==> src/rtl/gf180mcu_fd_sc_mcu9t5v0__syncdeb_pkg.sv <==
// Shared types and constants for the synchronising debouncer and its chain.
package gf180mcu_fd_sc_mcu9t5v0__syncdeb_pkg;

  // Debounce FSM: STABLE tracks the committed level, CHECK counts confirmations.
  typedef enum logic [0:0] {
    STABLE = 1'b0,
    CHECK  = 1'b1
  } deb_state_e;

  localparam int SYNC_MIN = 2;
  localparam int SYNC_MAX = 4;

  // Fewer than two flops gives no metastability protection; more than four
  // only adds latency.
  function automatic bit sync_depth_ok(input int depth);
    return (depth >= SYNC_MIN) && (depth <= SYNC_MAX);
  endfunction

endpackage

==> src/rtl/gf180mcu_fd_sc_mcu9t5v0__syncdeb_if.sv <==
// Bundle of the debouncer's data/control inputs and its conditioned outputs.
interface gf180mcu_fd_sc_mcu9t5v0__syncdeb_if #(
  parameter int CNT_W = 4
);
  logic             D;
  logic             EN;
  logic [CNT_W-1:0] THRESH;
  logic             Q;
  logic             RISE;
  logic             FALL;
  logic             BUSY;

  // Driver of the raw level and configuration; consumer of the clean level.
  modport master (output D, output EN, output THRESH,
                  input  Q, input  RISE, input  FALL, input BUSY);

  // The debouncer itself.
  modport slave  (input  D, input  EN, input  THRESH,
                  output Q, output RISE, output FALL, output BUSY);
endinterface

==> src/rtl/gf180mcu_fd_sc_mcu9t5v0__sync_chain.sv <==
// Plain flop-chain synchroniser for one asynchronous bit.
module gf180mcu_fd_sc_mcu9t5v0__sync_chain #(
  parameter int DEPTH = 2
) (
  input  logic CLK,
  input  logic RST,
  input  logic D,
  output logic Q
);
  logic [DEPTH-1:0] chain_r;

  // Shift the raw level one stage per edge; stage 0 is the first to see D.
  always_ff @(posedge CLK or posedge RST) begin
    if (RST) begin
      chain_r <= '0;
    end else begin
      chain_r <= {chain_r[DEPTH-2:0], D};
    end
  end

  assign Q = chain_r[DEPTH-1];
endmodule

==> src/rtl/gf180mcu_fd_sc_mcu9t5v0__syncdeb.sv <==
// Synchronise an asynchronous level, then commit a change only after
// THRESH+1 consecutive mismatching samples; emit registered edge pulses.
module gf180mcu_fd_sc_mcu9t5v0__syncdeb
  import gf180mcu_fd_sc_mcu9t5v0__syncdeb_pkg::*;
#(
  parameter int SYNC_STAGES = 2,
  parameter int CNT_W       = 4
) (
  input  logic                                CLK,
  input  logic                                RST,
  gf180mcu_fd_sc_mcu9t5v0__syncdeb_if.slave   bus
);
  if (!sync_depth_ok(SYNC_STAGES)) begin : g_bad_depth
    $error("SYNC_STAGES out of range 2..4");
  end

  logic             sample_s;
  deb_state_e       state_r;
  logic [CNT_W-1:0] cnt_r;
  logic             q_r;
  logic             rise_r;
  logic             fall_r;

  gf180mcu_fd_sc_mcu9t5v0__sync_chain #(
    .DEPTH (SYNC_STAGES)
  ) u_sync (
    .CLK (CLK),
    .RST (RST),
    .D   (bus.D),
    .Q   (sample_s)
  );

  // Debounce FSM, confirmation counter and edge-pulse registers.
  always_ff @(posedge CLK or posedge RST) begin
    if (RST) begin
      state_r <= STABLE;
      cnt_r   <= '0;
      q_r     <= 1'b0;
      rise_r  <= 1'b0;
      fall_r  <= 1'b0;
    end else if (!bus.EN) begin
      // Frozen: hold state, count and level; suppress pulses.
      rise_r <= 1'b0;
      fall_r <= 1'b0;
    end else begin
      rise_r <= 1'b0;
      fall_r <= 1'b0;
      case (state_r)
        STABLE: begin
          if (sample_s != q_r) begin
            if (bus.THRESH == '0) begin
              q_r    <= sample_s;
              rise_r <= sample_s;
              fall_r <= ~sample_s;
            end else begin
              state_r <= CHECK;
              cnt_r   <= CNT_W'(1);
            end
          end
        end
        CHECK: begin
          if (sample_s == q_r) begin
            // Glitch: level went back before enough confirmations.
            state_r <= STABLE;
            cnt_r   <= '0;
          end else if (cnt_r >= bus.THRESH) begin
            // >= so that lowering THRESH mid-check commits at once.
            q_r     <= sample_s;
            rise_r  <= sample_s;
            fall_r  <= ~sample_s;
            state_r <= STABLE;
            cnt_r   <= '0;
          end else begin
            cnt_r <= cnt_r + CNT_W'(1);
          end
        end
        default: begin
          state_r <= STABLE;
          cnt_r   <= '0;
        end
      endcase
    end
  end

  assign bus.Q    = q_r;
  assign bus.RISE = rise_r;
  assign bus.FALL = fall_r;
  assign bus.BUSY = (state_r == CHECK);
endmodule

==> src/flat_wrapper.sv <==
// flat-port wrapper written by rule: the top's interface ports become plain ports
module gf180mcu_fd_sc_mcu9t5v0__syncdeb_flat import gf180mcu_fd_sc_mcu9t5v0__syncdeb_pkg::*;
#(
  parameter int SYNC_STAGES = 2,
  parameter int CNT_W       = 4
)
  (CLK, RST, bus_D, bus_EN, bus_THRESH, bus_Q, bus_RISE, bus_FALL, bus_BUSY);
  gf180mcu_fd_sc_mcu9t5v0__syncdeb_if #(.CNT_W(CNT_W)) bus_i ();
  input  logic CLK;
  input  logic RST;
  input wire logic [$bits(bus_i.D)-1:0] bus_D;
  input wire logic [$bits(bus_i.EN)-1:0] bus_EN;
  input wire logic [$bits(bus_i.THRESH)-1:0] bus_THRESH;
  output wire logic [$bits(bus_i.Q)-1:0] bus_Q;
  output wire logic [$bits(bus_i.RISE)-1:0] bus_RISE;
  output wire logic [$bits(bus_i.FALL)-1:0] bus_FALL;
  output wire logic [$bits(bus_i.BUSY)-1:0] bus_BUSY;
  assign bus_i.D = bus_D;
  assign bus_i.EN = bus_EN;
  assign bus_i.THRESH = bus_THRESH;
  assign bus_Q = bus_i.Q;
  assign bus_RISE = bus_i.RISE;
  assign bus_FALL = bus_i.FALL;
  assign bus_BUSY = bus_i.BUSY;
  gf180mcu_fd_sc_mcu9t5v0__syncdeb #(.SYNC_STAGES(SYNC_STAGES), .CNT_W(CNT_W)) u_core (.CLK(CLK), .RST(RST), .bus(bus_i));
endmodule
==> config.mk <==
export PLATFORM = sky130hd
export DESIGN_NAME = gf180mcu_fd_sc_mcu9t5v0__syncdeb_flat
export DESIGN_NICKNAME = d
export VERILOG_FILES = /design/src/rtl/gf180mcu_fd_sc_mcu9t5v0__syncdeb_pkg.sv /design/src/rtl/gf180mcu_fd_sc_mcu9t5v0__syncdeb_if.sv /design/src/rtl/gf180mcu_fd_sc_mcu9t5v0__sync_chain.sv /design/src/rtl/gf180mcu_fd_sc_mcu9t5v0__syncdeb.sv /design/src/flat_wrapper.sv
export SDC_FILE = /design/constraint.sdc
export NUM_CORES = 1
export LEC_CHECK = 0
export BUFFER_PORTS_ARGS = -buffer_cell sky130_fd_sc_hd__buf_4
export CORE_AREA = 5 5 42 44
export CTS_BUF_LIST = sky130_fd_sc_hd__clkbuf_16
export DETAILED_ROUTE_END_ITERATION = 16
export DIE_AREA = 0 0 47 49
export PLACE_DENSITY_LB_ADDON = 0.12
export SYNTH_ARGS = -nofsm -noshare
export SYNTH_HDL_FRONTEND = slang
export SYNTH_HIERARCHICAL = 1
export SYNTH_SLANG_ARGS = --single-unit
==> constraint.sdc <==
create_clock -name CLK -period 4.4 [get_ports CLK]
set_input_delay 0.88 -clock CLK [delete_from_list [all_inputs] [get_ports CLK]]
set_output_delay 0.88 -clock CLK [all_outputs]
set_load 0.05 [all_outputs]
==> impl_metrics.env, run 1 <==
export IMPL_power_density_nw_per_um2=624
export IMPL_synth_seq_cells=10
export IMPL_path_common_cell="o211ai_1"
export IMPL_synthCells=54
export IMPL_ir_worst_vdd_mv=0.418
export IMPL_drive_above_1_share_pct=30.4
export IMPL_rows=14
export IMPL_dpl_cell_count=81
export IMPL_cap_violations=0
export IMPL_crit_type="in2reg"
export IMPL_vias=448
export IMPL_cts_setup_buffers=0
export IMPL_die_x_um=47
export IMPL_crit_slowest_cell="o211ai_1"
export IMPL_setup_viol_count_final=0
export IMPL_wl_met2_um=499
export IMPL_worstMarginPinSlew_ns=0.346
export IMPL_cts_max_path_buffers=2
export IMPL_core_area_sq_um=1400
export IMPL_hold_viol=0
export IMPL_yosys_warnings=6
export IMPL_syn_nets=67
export IMPL_grt_pass1_vias=401
export IMPL_utilization_pct=55.9
export IMPL_layout_commonest_cell="buf_4"
export IMPL_clkTransAtPathRegs_ns=0.04
export IMPL_portBuffers=11
export IMPL_final_cell_count_no_fill=85
export IMPL_grt_pass1_wl_um=1720
export IMPL_seq_area_sq_um=250
export IMPL_critPathMaxStageDelay_ns=0.32
export IMPL_pre_cts_slack_ns=2.02
export IMPL_grt_overflow_total=0
export IMPL_wl_um=1050
export IMPL_cts_inserted_buffers=3
export IMPL_place_hpwl_um=870
export IMPL_ys_types=27
export IMPL_worstPathMaxFanout=5
export IMPL_cts_resized=0
export IMPL_first_iter_violations=4
export IMPL_final_cell_area_sq_um=783
export IMPL_fillers=130
export IMPL_total_power_mw=0.489
export IMPL_cp_top_family="compound AO/OA/AOI/OAI gates"
export IMPL_multiInputGateArea_sq_um=329
export IMPL_drv_slew=0
export IMPL_die_h_um=49
export IMPL_placed_area_sq_um=704
export IMPL_worst_clock_skew_ns=0.00165
export IMPL_min_from="u_core/u_sync/chain_r[0]"
export IMPL_critPathBufInv=2
export IMPL_start_util_pct=42.9
export IMPL_netlist_area_sq_um=602
export IMPL_avgSynthCellArea_sq_um=11.1
export IMPL_top_layer_used="met3"
export IMPL_wl_per_cell_um=12.4
export IMPL_fmax_mhz=466
export IMPL_p_leak_nw=0.390
export IMPL_clk_latency_ns=0.23
export IMPL_r2r_start="u_core/cnt_r[3]"
export IMPL_cts_tree="yes"
export IMPL_required_ns=4.51
export IMPL_cts_sinks=10
export IMPL_arrival_ns=2.26
export IMPL_status="finished, final reports clean"
export IMPL_ios=12
export IMPL_gp_congestion=0.720
export IMPL_rsz0062_at_grt="false"
export IMPL_diodes=0
export IMPL_wl_met3_um=87
export IMPL_fin_setup_tns_ns=0
export IMPL_antenna_left=0
export IMPL_yosysSeqAreaShare_pct=41.6
export IMPL_drcViolationCount=0
export IMPL_period_share_pct=48.8
export IMPL_holdCritPathClass="reg2reg"
export IMPL_fin_ws_ns=2.25
export IMPL_hold_ws_ns=0.353
export IMPL_hold_buffers=0
export IMPL_layout_nets=83
export IMPL_grt_use_total_pct=10.2
export IMPL_antenna_found_initial=0
export IMPL_relSlewSlack_pct=76.8
export IMPL_path_cells="buf_4 > inv_1 > ha_1 > o211ai_1 > o211ai_1 > and3_4 > mux2_4"
export IMPL_worst_setup_path_start_kind="input port"
export IMPL_first_pass_iters=2
export IMPL_die_area_sq_um=2300
export IMPL_vias_per_cell=5.27
export IMPL_clockRootBuffer="clkbuf_16"
export IMPL_crit_path_end_kind="flip-flop"
export IMPL_startpoint="bus_THRESH[3]"
export IMPL_cts_max_level=1
export IMPL_final_cell_mix="11 x buf_4, 10 x dfrtp_1, 6 x inv_1"
export IMPL_min_period_ns=2.15
export IMPL_area_growth_pct=30.1
export IMPL_grt_max_degree=10
export IMPL_wl_met1_um=463
## layer usage
metal	global-route usage, %	up-vias
met2	15.2	10
met1	13.0	211
met3	2.58	0
met4	5.53	0
li1	-	227
met5	0	-
## logic make-up after synthesis
logic type,share of synthesized area (%)
and+or+nand+nor,20.8
AOI/OAI and AO/OA,16.4
xor gates and xnor gates,2.70
buffers and inverters,3.74
adders and majority gates,10.4
DFF,41.6
muxes,4.37
## report_power, final
part           switching [mW]  internal (mW)  total, mW
combinational           0.106         0.0849      0.191
sequential             0.0275          0.114      0.142
clock                  0.0371          0.119      0.156
## layout make-up
class | count | share of cell area [%]
Clock buffer | 3 | 9.58
Timing Repair Buffer | 11 | 10.5
Clock inverter | 1 | 0.479
Tap cell | 16 | 2.56
Inverter | 6 | 2.88
Sequential cell | 10 | 31.9
Multi-Input combinational cell | 38 | 42.0
## worst paths after layout
path	cells after the start	to	slack, ns
max in group asynchronous	2	u_core/cnt_r[0]	3.56
hold reg to reg	0	u_core/u_sync/chain_r[1]	0.35
setup / recovery	7	u_core/bus.Q	2.25
setup reg to reg	5	u_core/bus.Q	2.59
hold / removal	0	u_core/u_sync/chain_r[1]	0.35
min in group asynchronous	2	u_core/u_sync/chain_r[1]	0.51
## flip-flops by register name, indices dropped and copies added, names as in the netlist
register / cells
u_core/bus.BUSY: 1
u_core/bus.FALL: 1
u_core/bus.Q: 1
u_core/cnt_r: 4
u_core/u_sync/chain_r: 2
u_core/bus.RISE: 1
## synth_stat cells, drive strengths merged
cell type	number	area [sq um]
dfrtp	10	250
nor3b	2	15.0
a31o	1	8.76
a32o	1	10.0
nand3	1	5.00
nor2b	3	18.8
ha	5	62.6
nor2	2	7.51
a21boi	1	7.51
and3b	2	17.5
xnor2	1	16.3
and3	1	11.3
o21bai	1	11.3
and2	1	6.26
a221o	1	10.0
or2	1	6.26
nor4	1	21.3
o21ai	1	5.00
o311ai	1	8.76
nor3	1	5.00
a21oi	1	5.00
a22o	2	17.5
nand2	3	11.3
o211ai	2	15.0
mux2	2	26.3
inv	6	22.5
Power figures use the tool's default switching activity.
==> inputs of run 2 (changes only) <==
CORE_AREA = unset   (was 5 5 42 44)
CORE_MARGIN = 5   (was unset)
CORE_UTILIZATION = 46   (was unset)
DIE_AREA = unset   (was 0 0 47 49)
clock period = 1.8 ns   (was 4.4 ns; I/O delays follow)
==> run 2 against run 1 <==
  * Sequential power increased by 140%
  * Critical endpoint unchanged
  * Clock power increased by 150%
  * Sequential cell count unchanged
  * Largest cell class unchanged
  * Non-clock buffer count increased by 3
==> impl_metrics.env, run 2 (synthesis results as in run 1) <==
export IMPL_place_hpwl_um=889
export IMPL_wl_per_cell_um=13.9
export IMPL_clockRootBuffer="clkbuf_16"
export IMPL_core_area_sq_um=1270
export IMPL_drcViolationCount=0
export IMPL_diodes=0
export IMPL_power_density_nw_per_um2=1540
export IMPL_final_cell_count_no_fill=86
export IMPL_grt_pass1_wl_um=2100
export IMPL_cts_setup_buffers=0
export IMPL_portBuffers=11
export IMPL_gp_congestion=0.811
export IMPL_setup_viol_count_final=0
export IMPL_utilization_pct=63.3
export IMPL_arrival_ns=1.81
export IMPL_worstMarginPinSlew_ns=0.332
export IMPL_grt_use_total_pct=14.4
export IMPL_antenna_left=0
export IMPL_critPathMaxStageDelay_ns=0.41
export IMPL_cts_max_path_buffers=2
export IMPL_required_ns=1.92
export IMPL_drv_slew=0
export IMPL_fmax_mhz=590
export IMPL_min_period_ns=1.69
export IMPL_rows=13
export IMPL_holdCritPathClass="in2reg"
export IMPL_largest_reg_flops=4
export IMPL_hold_viol=0
export IMPL_total_power_mw=1.24
export IMPL_cts_tree="yes"
export IMPL_rr_worst_depth=5
export IMPL_start_util_pct=47.4
export IMPL_placed_area_sq_um=718
export IMPL_rr_endpoint="u_core/bus.Q"
export IMPL_crit_slowest_cell="dfrtp_1"
export IMPL_min_to="u_core/u_sync/chain_r[0]"
export IMPL_die_x_um=46.2
export IMPL_relSlewSlack_pct=77.8
export IMPL_grt_pass1_vias=469
export IMPL_clk_latency_ns=0.23
export IMPL_ir_worst_vdd_mv=1.12
export IMPL_drive_above_1_share_pct=32.4
export IMPL_path_common_cell="o211ai_1"
export IMPL_reg_largest_list="u_core/cnt_r (4), u_core/u_sync/chain_r (2)"
export IMPL_cts_inserted_buffers=3
export IMPL_pre_cts_slack_ns=0.0379
export IMPL_final_cell_mix="13 x buf_4, 10 x dfrtp_1, 6 x inv_1"
export IMPL_worst_clock_skew_ns=0.00345
export IMPL_cts_sinks=10
export IMPL_fin_setup_tns_ns=0
export IMPL_layout_nets=86
export IMPL_final_cell_area_sq_um=803
export IMPL_worst_setup_path_start_kind="flip-flop"
export IMPL_status="finished, final reports clean"
export IMPL_wl_um=1190
export IMPL_p_leak_nw=0.403
export IMPL_vias=455
export IMPL_crit_type="reg2reg"
export IMPL_antenna_found_initial=0
export IMPL_rrSetupSlack_ns=0.11
export IMPL_top_register="u_core/cnt_r"
export IMPL_area_growth_pct=33.5
export IMPL_cap_violations=0
export IMPL_vias_per_cell=5.29
export IMPL_grt_max_degree=10
export IMPL_dpl_cell_count=82
export IMPL_r2r_start="u_core/cnt_r[3]"
export IMPL_first_pass_iters=4
export IMPL_ios=12
export IMPL_min_from="bus_D"
export IMPL_die_area_sq_um=2130
export IMPL_period_share_pct=94.1
export IMPL_clkTransAtPathRegs_ns=0.04
export IMPL_grt_overflow_total=0
export IMPL_die_h_um=46.2
export IMPL_first_iter_violations=5
export IMPL_cts_max_level=1
export IMPL_fillers=117
export IMPL_holdPathStages=1
export IMPL_rsz0062_at_grt="false"
export IMPL_layout_commonest_cell="buf_4"
export IMPL_path_cells="ha_1 > o211ai_1 > o211ai_1 > and3_4 > mux2_4"
export IMPL_hold_ws_ns=0.235
export IMPL_worstPathMaxFanout=5
export IMPL_fin_ws_ns=0.106
export IMPL_crit_path_end_kind="flip-flop"
run 2: changes by cell type in the layout (fill, tap and decap cells not counted):
cell           change
dlygate4sd3_1      +1
o311ai_0           -1
clkinv_1           -1
buf_4              +2
o311ai_1           +1
run 2: critical path: cells and delay by family (launching register included):
family | cells | cell delay, ns
mux | 1 | 0.29
flops | 1 | 0.41
fa+ha+maj | 1 | 0.32
simple gates | 1 | 0.24
compound gates | 2 | 0.32
run 2: routing by layer:
layer,up-vias,wire length (um),GRT usage [%]
met1,209,522,16.8
li1,231,-,-
met4,0,10,5.11
met3,2,100,7.03
met5,-,0,0
met2,13,561,22.8
run 2: worst max-delay path by stage:
stage / end / cells past startpoint / startpoint / slack, ns
4_1_cts: u_core/bus.Q / 5 / u_core/cnt_r[3] / 0.09
2_1_floorplan: u_core/bus.Q / 5 / u_core/cnt_r[3] / 0.12
3_5_place_dp: u_core/cnt_r[2] / 7 / bus_THRESH[0] / 0.04
3_3_place_gp: u_core/bus.Q / 7 / bus_THRESH[3] / 0.01
5_1_grt: u_core/bus.Q / 5 / u_core/cnt_r[3] / 0.05
6_report: u_core/bus.Q / 5 / u_core/cnt_r[3] / 0.11
run 2: what timing repair did:
action                                  in CTS  in global routing
hold endpoints to repair                     2                  0
endpoints found under the setup margin       0                  1
hold buffers                                 1                  0
resized for setup                            0                  1
run 2: final cells by class:
class                   instances  area, sq um  area share [%]
flip-flops and latches         10          250            31.2
multi-input cells              38          329            41.0
clock buffers                   3         75.1            9.35
repair buffers                 14          108            13.4
inverters                       6         22.5            2.80
well taps                      15         18.8            2.34
run 2: power breakdown:
part / total (mW) / internal (mW) / leakage [nW] / switching, mW
registers: 0.339 / 0.280 / 0.128 / 0.0598
logic: 0.515 / 0.237 / 0.238 / 0.278
clock network: 0.384 / 0.288 / 0.0370 / 0.0969
==> inputs of run 3 (changes only) <==
ABC_AREA = 1   (was unset)
CORE_UTILIZATION = 47   (was 46)
==> run 3 against run 2 <==
  * Clock skew decreased by 0.0021 ns
  * Sequential power is essentially flat
  * Design area rose by 3.9%
  * Combinational power decreased by 8.2%
  * Synthesized cell count up 57%
  * Largest cell class unchanged
  * Highest routed layer unchanged
==> impl_metrics.env, run 3 <==
export IMPL_cts_inserted_buffers=3
export IMPL_r2r_start="u_core/cnt_r[3]"
export IMPL_yosys_warnings=6
export IMPL_die_h_um=47.0
export IMPL_synth_adder_area_share_pct=9.71
export IMPL_grt_use_total_pct=15.6
export IMPL_synthSimpleGateAreaFrac_pct=34.4
export IMPL_synthCells=85
export IMPL_largest_reg_flops=4
export IMPL_vias=583
export IMPL_die_x_um=47.0
export IMPL_worst_setup_path_start_kind="flip-flop"
export IMPL_synth_edf_count=0
export IMPL_avgSynthCellArea_sq_um=7.58
export IMPL_cts_tree="yes"
export IMPL_antenna_left=0
export IMPL_required_ns=1.97
export IMPL_first_iter_violations=15
export IMPL_rows=13
export IMPL_min_period_ns=1.51
export IMPL_clkTransAtPathRegs_ns=0.04
export IMPL_holdCritPathClass="in2reg"
export IMPL_drv_slew=0
export IMPL_relSlewSlack_pct=77.3
export IMPL_hold_ws_ns=0.229
export IMPL_clockRootBuffer="clkbuf_16"
export IMPL_vias_per_cell=5.03
export IMPL_drcViolationCount=0
export IMPL_pre_cts_slack_ns=0.226
export IMPL_min_from="bus_D"
export IMPL_start_util_pct=49.5
export IMPL_synth_seq_cells=10
export IMPL_crit_path_end_kind="flip-flop"
export IMPL_worst_clock_skew_ns=0.00133
export IMPL_synth_top_family_by_area="simple AND/OR/NAND/NOR gates"
export IMPL_setup_viol_count_final=0
export IMPL_grt_overflow_total=0
export IMPL_crit_type="reg2reg"
export IMPL_netlist_area_sq_um=644
export IMPL_power_density_nw_per_um2=1450
export IMPL_fin_ws_ns=0.288
export IMPL_layout_nets=115
export IMPL_portBuffers=11
export IMPL_grt_pass1_vias=575
export IMPL_cap_violations=0
export IMPL_fin_setup_tns_ns=0
export IMPL_syn_nets=98
export IMPL_area_growth_pct=29.5
export IMPL_cts_sinks=10
export IMPL_reg_largest_list="u_core/cnt_r (4), u_core/u_sync/chain_r (2)"
export IMPL_first_pass_iters=5
export IMPL_p_leak_nw=0.464
export IMPL_async_flop_share_pct=100
export IMPL_top_register="u_core/cnt_r"
export IMPL_worstPathMaxFanout=3
export IMPL_yosysTopAreaCell="dfrtp_1"
export IMPL_fmax_mhz=661
export IMPL_synth_most_common_cell="nand2_1"
export IMPL_grt_pass1_wl_um=2300
export IMPL_rsz0062_at_grt="false"
export IMPL_period_share_pct=84.0
export IMPL_antenna_found_initial=0
export IMPL_clk_latency_ns=0.24
export IMPL_yosys_top_cells_count="18 x nand2_1, 16 x inv_1, 10 x dfrtp_1, 10 x nor2_1"
export IMPL_wl_um=1450
export IMPL_layout_commonest_cell="nand2_1"
export IMPL_synth_xor_area_share_pct=0
export IMPL_gp_congestion=0.795
export IMPL_arrival_ns=1.68
export IMPL_synth_area_leaders="dfrtp_1 39%, nand2_1 10%, ha_1 9.7%"
export IMPL_core_area_sq_um=1300
export IMPL_final_cell_mix="18 x nand2_1, 16 x inv_1, 11 x buf_4"
export IMPL_yosysSeqAreaShare_pct=38.8
export IMPL_synth_top_area_share_pct=38.8
export IMPL_drive_above_1_share_pct=29.7
export IMPL_worstMarginPinSlew_ns=0.340
export IMPL_ir_worst_vdd_mv=0.875
export IMPL_startpoint="u_core/cnt_r[3]"
export IMPL_ys_types=17
export IMPL_hold_viol=0
export IMPL_synthMuxAreaShare_pct=0
export IMPL_synth_flop_cell="dfrtp_1"
export IMPL_place_hpwl_um=1030
export IMPL_die_area_sq_um=2210
export IMPL_cts_max_level=1
export IMPL_synth_compound_area_share_pct=5.44
export IMPL_grt_max_degree=9
export IMPL_cts_resized=0
export IMPL_ios=12
export IMPL_fillers=112
export IMPL_wl_per_cell_um=12.5
export IMPL_status="finished, final reports clean"
export IMPL_cts_max_path_buffers=2
export IMPL_diodes=0
## run 3: cell count changes after synthesis, moves of 3 or more
cell,before,now
nand2_1,3,18
inv_1,6,16
nor2_1,2,10
nand2_2,0,5
inv_2,0,4
nand3_1,1,4
nand4_1,0,3
nor2b_1,3,0
## run 3: routing by layer
layer	track usage (%)	up-vias	part of all wire (%)
li1	-	295	-
met1	17.4	267	43
met2	27.1	17	49
met3	3.83	4	6.2
met4	8.29	0	1.3
met5	0	-	0
## run 3: power by group
group	switching (mW)	internal [mW]
logic	0.309	0.164
clock network	0.108	0.292
registers	0.0649	0.276
## run 3: cell families (layout without fill, tap and decap cells)
group,count (synthesis),after routing
adder cells (fa/ha/maj),5,5
flip-flops,10,10
AND/OR/NAND/NOR,45,45
buffers and inverters,20,36
AO/OA/AOI/OAI,5,5
## run 3: worst paths after layout
kind,depth (start not counted),slack (ns),end
max in group asynchronous,3,0.90,u_core/bus.FALL
setup / recovery,8,0.29,u_core/cnt_r[2]
hold / removal,1,0.23,u_core/u_sync/chain_r[0]
setup reg to reg,8,0.29,u_core/cnt_r[2]
min in group asynchronous,3,0.54,u_core/u_sync/chain_r[1]
hold reg to reg,0,0.36,u_core/u_sync/chain_r[1]
## run 3: through the flow
step	instance area [sq um]	instances	util, %	power [mW]
floorplan	644	85	-	0.684
global placement	746	111	57.3	0.790
detailed placement	746	111	57.3	0.798
CTS	835	116	64.1	1.22
global route	835	116	64.1	1.29
finish	835	116	64.1	1.21
## run 3: final cells by class
type | count | area [sq um] | area share, %
clock buffer | 3 | 75.1 | 9.00
sequential | 10 | 250 | 30.0
timing repair buffer | 12 | 92.6 | 11.1
inverter | 20 | 75.1 | 9.00
multi-input combinational | 55 | 319 | 38.2
tap | 15 | 18.8 | 2.25
clock inverter | 1 | 3.75 | 0.450
## run 3: repair_timing
action                    in CTS  in global routing
hold buffers                   1                  0
hold endpoints to repair       2                  0
buffers inserted               0                  0
## run 3: critical path, cell delays in order (launching register included)
cell	delay, ns
dfrtp_1	0.40
ha_1	0.32
nand2_1	0.10
inv_2	0.05
nand2_1	0.09
nand4_2	0.12
nor2_1	0.21
nor2_2	0.06
nor2_1	0.09
